===== src/rtl/pipe_ctrl_pkg.sv =====
// Shared definitions for the pipeline stall/flush control slice.
//   state_t     : controller FSM state (RUN, FLUSH; two encodings spare)
//   FLUSH_CNT_W : width of the remaining-flush-cycles register
//   STALL_CNT_W : width of the consecutive-stall watchdog counter
package pipe_ctrl_pkg;

  typedef enum logic [1:0] {
    RUN   = 2'd0,
    FLUSH = 2'd1
  } state_t;

  localparam int FLUSH_CNT_W = 4;
  localparam int STALL_CNT_W = 8;

endpackage


===== src/rtl/sat_counter.sv =====
// Saturating up-counter with synchronous clear.
//   clk   : clock
//   rst   : asynchronous active-low reset, clears count
//   inc   : increment request (ignored once count is all-ones)
//   clr   : synchronous clear, wins over inc
//   count : current value
module sat_counter #(
  parameter int W = 8
) (
  input  logic         clk,
  input  logic         rst,
  input  logic         inc,
  input  logic         clr,
  output logic [W-1:0] count
);

  always_ff @(posedge clk or negedge rst) begin
    if (!rst) begin
      count <= '0;
    end else if (clr) begin
      count <= '0;
    end else if (inc && (count != '1)) begin
      count <= count + W'(1);
    end
  end

endmodule


===== src/rtl/stall_flush_controller.sv =====
// Pipeline stall/flush controller. Turns the load-use hazard, EXE branch
// resolution and memory-ready signals into pipeline-register control lines,
// stretches a taken-branch flush over FLUSH_CYCLES cycles, watches for
// runaway hazard stalls and keeps saturating performance counters.
//   clk           : pipeline clock
//   rst           : asynchronous active-low reset
//   hazard        : load-use hazard from the hazard detection unit
//   branch_taken  : taken branch resolved in EXE
//   mem_ready     : memory stage ready (0 = busy)
//   freeze_if     : hold PC and IF/ID
//   bubble_id     : write NOP into ID/EXE
//   flush         : clear IF/ID and ID/EXE
//   freeze_all    : hold every pipeline register
//   stall_timeout : sticky watchdog error
//   stall_count   : cycles with freeze_if=1 (saturating)
//   flush_count   : cycles with flush=1 (saturating)
module stall_flush_controller
  import pipe_ctrl_pkg::*;
#(
  parameter int FLUSH_CYCLES = 1,
  parameter int MAX_STALL    = 8,
  parameter int CNT_W        = 16
) (
  input  logic             clk,
  input  logic             rst,
  input  logic             hazard,
  input  logic             branch_taken,
  input  logic             mem_ready,
  output logic             freeze_if,
  output logic             bubble_id,
  output logic             flush,
  output logic             freeze_all,
  output logic             stall_timeout,
  output logic [CNT_W-1:0] stall_count,
  output logic [CNT_W-1:0] flush_count
);

  state_t                 state_reg, state_next;
  logic [FLUSH_CNT_W-1:0] rem_reg, rem_next;
  logic                   freeze_if_c, bubble_id_c, flush_c;
  logic [STALL_CNT_W-1:0] run_cnt;
  logic                   run_inc, run_clr;
  logic                   stall_timeout_reg;

  always_ff @(posedge clk or negedge rst) begin
    if (!rst) begin
      state_reg <= RUN;
      rem_reg   <= '0;
    end else begin
      state_reg <= state_next;
      rem_reg   <= rem_next;
    end
  end

  // A busy memory stage overrides everything: no control line other than
  // freeze_all fires and state/rem hold, so frozen cycles never consume
  // flush cycles.
  always_comb begin
    state_next  = state_reg;
    rem_next    = rem_reg;
    freeze_if_c = 1'b0;
    bubble_id_c = 1'b0;
    flush_c     = 1'b0;
    if (mem_ready) begin
      case (state_reg)
        RUN: begin
          if (branch_taken) begin
            flush_c = 1'b1;
            if (FLUSH_CYCLES > 1) begin
              state_next = FLUSH;
              rem_next   = FLUSH_CNT_W'(FLUSH_CYCLES - 1);
            end
          end else if (hazard) begin
            freeze_if_c = 1'b1;
            bubble_id_c = 1'b1;
          end
        end
        FLUSH: begin
          // Slots being flushed are bubbles, so hazard/branch are ignored.
          flush_c  = 1'b1;
          rem_next = rem_reg - FLUSH_CNT_W'(1);
          if (rem_reg == FLUSH_CNT_W'(1)) begin
            state_next = RUN;
            rem_next   = '0;
          end
        end
        default: begin
          state_next = RUN;
          rem_next   = '0;
        end
      endcase
    end
  end

  // Control lines are forced low while reset is held, independent of clock.
  assign freeze_if  = freeze_if_c & rst;
  assign bubble_id  = bubble_id_c & rst;
  assign flush      = flush_c & rst;
  assign freeze_all = ~mem_ready & rst;

  // Watchdog: counts consecutive stall cycles, stops at MAX_STALL; a
  // non-stalled active cycle clears it, a memory-frozen cycle holds it.
  assign run_inc = freeze_if_c && (run_cnt != STALL_CNT_W'(MAX_STALL));
  assign run_clr = mem_ready && !freeze_if_c;

  sat_counter #(.W(STALL_CNT_W)) u_run_cnt (
    .clk   (clk),
    .rst   (rst),
    .inc   (run_inc),
    .clr   (run_clr),
    .count (run_cnt)
  );

  // Set on the edge where run_cnt reaches MAX_STALL; sticky until reset.
  always_ff @(posedge clk or negedge rst) begin
    if (!rst) begin
      stall_timeout_reg <= 1'b0;
    end else if (freeze_if_c && (run_cnt == STALL_CNT_W'(MAX_STALL - 1))) begin
      stall_timeout_reg <= 1'b1;
    end
  end

  assign stall_timeout = stall_timeout_reg;

  sat_counter #(.W(CNT_W)) u_stall_count (
    .clk   (clk),
    .rst   (rst),
    .inc   (freeze_if_c),
    .clr   (1'b0),
    .count (stall_count)
  );

  sat_counter #(.W(CNT_W)) u_flush_count (
    .clk   (clk),
    .rst   (rst),
    .inc   (flush_c),
    .clr   (1'b0),
    .count (flush_count)
  );

endmodule

===== config.mk =====
export PLATFORM = sky130hd
export DESIGN_NAME = stall_flush_controller
export DESIGN_NICKNAME = d
export VERILOG_FILES = /design/src/rtl/pipe_ctrl_pkg.sv /design/src/rtl/sat_counter.sv /design/src/rtl/stall_flush_controller.sv
export SDC_FILE = /design/constraint.sdc
export NUM_CORES = 1
export LEC_CHECK = 0
export ABC_AREA = 1
export BUFFER_PORTS_ARGS = -buffer_cell sky130_fd_sc_hd__buf_2
export CAP_MARGIN = 15
export CORE_UTILIZATION = 56
export CTS_CLUSTER_SIZE = 14
export DETAILED_ROUTE_END_ITERATION = 8
export PLACE_DENSITY = 0.81
export SYNTH_ARGS = -nofsm -noshare
export SYNTH_HDL_FRONTEND = slang
export SYNTH_SLANG_ARGS = --single-unit

===== constraint.sdc =====
create_clock -name clk -period 2 [get_ports clk]
set_input_delay 0.3 -clock clk [delete_from_list [all_inputs] [get_ports clk]]
set_output_delay 0.3 -clock clk [all_outputs]
set_load 0.02 [all_outputs]

==> impl_metrics.csv <==
group,metric,value,unit
yosys,synth_edf_count,0,
critical_path,end_kind,"flop",
clock_tree,cts-root-buf,"sky130_fd_sc_hd__clkbuf_8",
status,run_status,"complete, no violations",
placement,place_congestion,0.8840,
drt,postRouteAntennaNets,0,
yosys,synth_largest_type_area_fraction,0.4002,
yosys,yosys.cell_count.top_type,"sky130_fd_sc_hd__nand2_1",
drt,drt-vias-per-instance,5.341,
yosys,synth_xor_xnor_area_share,0.02733,
critical_path,reg2reg_depth,8,
global_route,initial_antenna_violation_count,0,
critical_path,worstReg2RegEnd,"u_flush_count.count[11]$_DFFE_PN0P_",
critical_path,worst_setup_path_start_kind,"flop",
timing,final.min_clock_period,1.600,ns
clock_tree,cts-buffers-inserted,5,
drt,route.detailed.drc,0,
drt,detail_route.wirelength,5.689,mm
timing,final.hold.worst_slack,0.06877,ns
critical_path,worst_ep_required_time,2.22,ns
yosys,dominant_combinational_cell_family_by_area_after_synthesis,"simple AND/OR/NAND/NOR gates",
critical_path,r2r_start,"u_flush_count.count[0]$_DFFE_PN0P_",
global_route,sum_of_overflow_across_all_layers_after_global_routing,0,
floorplanning,io-pin-count,42,
global_route,grt_pass1_wl,10.04,mm
power,power.density,730.2,mW/mm²
global_route,vias_in_the_first_global_route,2279,
floorplanning,floorplan.initialDensity,0.5848,
final_layout,layout.core_utilization,0.6704,
critical_path,setup_crit_path_kind,"flop to flop",
critical_path,worst-path-max-fanout,10,
yosys,synth_area,0.002564,mm²
yosys,ys_seq_area_frac,0.4002,
yosys,yosysUniqueCellTypes,24,
timing,min_period_over_period,0.7998,
floorplanning,std_cell_rows,24,
final_layout,area_growth,14.64,%
timing,finalClockSkew,0.009721,ns
timing,setup-tns-final,0,ns
global_route,grt_start_max_net_pins,42,
timing,slew-limit-headroom,0.6499,
floorplanning,die_area,0.004853,mm²
clock_tree,cts_max_level,2,
timing,timing.final.setup_violations,0,
yosys,synth_warnings,0,
yosys,postSynthCellCount,375,
power,ir_drop,599.5,µV
floorplanning,floorplan.die.width,69.66,µm
yosys,synth-async-reset-ratio,1.000,
yosys,synth_compound_gate_area_share,0.05173,
floorplanning,chipHeight,69.66,µm
yosys,synth_top_area_cell,"sky130_fd_sc_hd__dfrtp_1",
clock_tree,clock_pin_transition_on_the_worst_setup_and_hold_timing_paths,0.08,ns
yosys,ys_flop_type,"sky130_fd_sc_hd__dfrtp_1",
final_layout,layout_top_registers,"u_flush_count.count: 16 flops, u_stall_count.count: 16 flops, u_run_cnt.count: 8 flops",
placement,hpwl,4.227,mm
drt,via_count,2537,
placement,post_dp_cell_area,0.002823,mm²
clock_tree,cts_setup_buffers,0,
drt,drt_first_iter_violations,223,
yosys,synth_simple_gate_area_frac,0.4256,
drt,detail_route.first_pass.iterations,5,
placement,port_buffers,41,
timing,number_of_pins_exceeding_their_max_slew_limit_in_the_final_report,0,
yosys,postSynthAreaPerCell,6.837,µm²
final_layout,n_antenna_cell,0,
timing,pin_slew_with_the_least_headroom_to_its_limit,0.5252,ns
drt,detail_route.wl_per_cell,11.98,µm
min_path,timing.hold.worst.class,"input pin to async pin",
final_layout,fin_nets,431,
yosys,ys_ff_latch,41,
timing,max_freq,625.1,MHz
clock_tree,cts_hold_buffers,0,
critical_path,arrival,1.82,ns
clock_tree,cts-root-to-sink-buffers,2,
yosys,fraction_of_the_mapped_netlist_area_in_adder_cells,0.01952,
yosys,synthMuxAreaShare,0,
yosys,synth_nets,384,
clock_tree,cts.sinks,41,
timing,grt_setup_unrepaired,"false",
yosys,yosys-top-cells-area,"sky130_fd_sc_hd__dfrtp_1 (40%), sky130_fd_sc_hd__nand2_1 (21%), sky130_fd_sc_hd__nor2_1 (5.9%)",
clock_tree,cts_resized,0,
power,total_leakage_power,1.537,nW
clock_tree,tritoncts_clock_tree,"yes",
floorplanning,std_cell_core_area,0.004384,mm²
yosys,synth_common_cells,"sky130_fd_sc_hd__nand2_1 (144), sky130_fd_sc_hd__dfrtp_1 (41), sky130_fd_sc_hd__nor2_1 (40)",
job,cap_viol_max_count,0,
clock_tree,clk-insertion-delay-late,0.29,ns
global_route,gr-usage-all-layers,0.2538,
final_layout,layout.cell_area.non_filler,0.002939,mm²
final_layout,drive_above_1_share,0.1891,
critical_path,worst-r2r-setup-slack,0.40,ns
timing,timing.final.hold_violations,0,
-- through the flow --
step	std cells	setup WS [ns]	total power, W
finish	475	0.4003	0.002146
detailed placement	467	0.4052	0.001469
global route	475	0.2354	0.002258
floorplan	375	0.4858	0.001306
global placement	467	0.4701	0.001457
CTS	475	0.4026	0.002167
-- per-layer routing --
metal  GRT usage  wire length (µm)  up-vias
li1            -                 -     1276
met1      0.3371              2628     1178
met2      0.4293              2713       79
met3     0.04942               307        4
met4     0.06000                40        0
met5           0                 0        -
-- placed cells by master (no fill, tap or decap) --
master	count
sky130_fd_sc_hd__o21bai_1	1
sky130_fd_sc_hd__nand2_4	4
sky130_fd_sc_hd__buf_4	1
sky130_fd_sc_hd__xor2_1	1
sky130_fd_sc_hd__nand3b_1	4
sky130_fd_sc_hd__inv_2	8
sky130_fd_sc_hd__nand3_2	2
sky130_fd_sc_hd__buf_2	41
sky130_fd_sc_hd__nor3_1	2
sky130_fd_sc_hd__a21oi_1	3
sky130_fd_sc_hd__nand2_1	144
sky130_fd_sc_hd__clkbuf_8	6
sky130_fd_sc_hd__clkinv_2	2
sky130_fd_sc_hd__o21ai_1	9
sky130_fd_sc_hd__dfrtp_1	41
sky130_fd_sc_hd__bufinv_16	1
sky130_fd_sc_hd__nor2_2	10
sky130_fd_sc_hd__xnor2_1	7
sky130_fd_sc_hd__inv_1	36
sky130_fd_sc_hd__clkbuf_1	1
sky130_fd_sc_hd__o21ai_0	13
sky130_fd_sc_hd__nor2_1	40
sky130_fd_sc_hd__nand4_1	12
sky130_fd_sc_hd__ha_1	4
sky130_fd_sc_hd__nand3_1	24
sky130_fd_sc_hd__nand2_2	5
sky130_fd_sc_hd__and2_1	1
-- kinds of logic after synthesis --
| family | count (synthesis) |
|---|---|
| fa+ha+maj | 4 |
| flops | 41 |
| xor+xnor | 8 |
| buf+inv | 48 |
| compound gates | 26 |
| simple gates | 248 |
-- final cells by class --
type                    instances  area, µm²
clock inverters                 1      30.03
fillers                       393       1445
repair buffers                 42      212.7
well taps                      52      65.06
inverters                      46      175.2
flip-flops and latches         41       1026
clock buffers                   7      86.33
multi-input cells             286       1344
-- worst max path at each step --
stage / from / end / slack, ns
CTS: u_stall_count.count[0]$_DFFE_PN0P_ / u_stall_count.count[11]$_DFFE_PN0P_ / 0.40
global placement: u_stall_count.count[0]$_DFFE_PN0P_ / u_stall_count.count[11]$_DFFE_PN0P_ / 0.47
detailed placement: u_stall_count.count[0]$_DFFE_PN0P_ / u_stall_count.count[11]$_DFFE_PN0P_ / 0.41
floorplan: u_stall_count.count[0]$_DFFE_PN0P_ / u_stall_count.count[11]$_DFFE_PN0P_ / 0.49
global route: u_flush_count.count[0]$_DFFE_PN0P_ / u_flush_count.count[10]$_DFFE_PN0P_ / 0.24
finish: u_flush_count.count[0]$_DFFE_PN0P_ / u_flush_count.count[11]$_DFFE_PN0P_ / 0.40
-- critical path, stage by stage (launching register included) --
cell and delay (ns):
sky130_fd_sc_hd__dfrtp_1 0.42, sky130_fd_sc_hd__ha_1 0.27, sky130_fd_sc_hd__nand3_1 0.12, sky130_fd_sc_hd__inv_2 0.06
sky130_fd_sc_hd__nand2_1 0.10, sky130_fd_sc_hd__nor2_2 0.07, sky130_fd_sc_hd__nor2_2 0.33, sky130_fd_sc_hd__nand2_1 0.10
sky130_fd_sc_hd__o21ai_1 0.08
-- power by group --
part           total [W]  switching [W]  leakage (nW)  internal (W)
Clock           0.000693       0.000286        0.0585      0.000407
Combinational   0.000434       0.000283         0.931      0.000151
Sequential       0.00102       0.000110         0.548      0.000909
(Power assumes the default switching activity.)
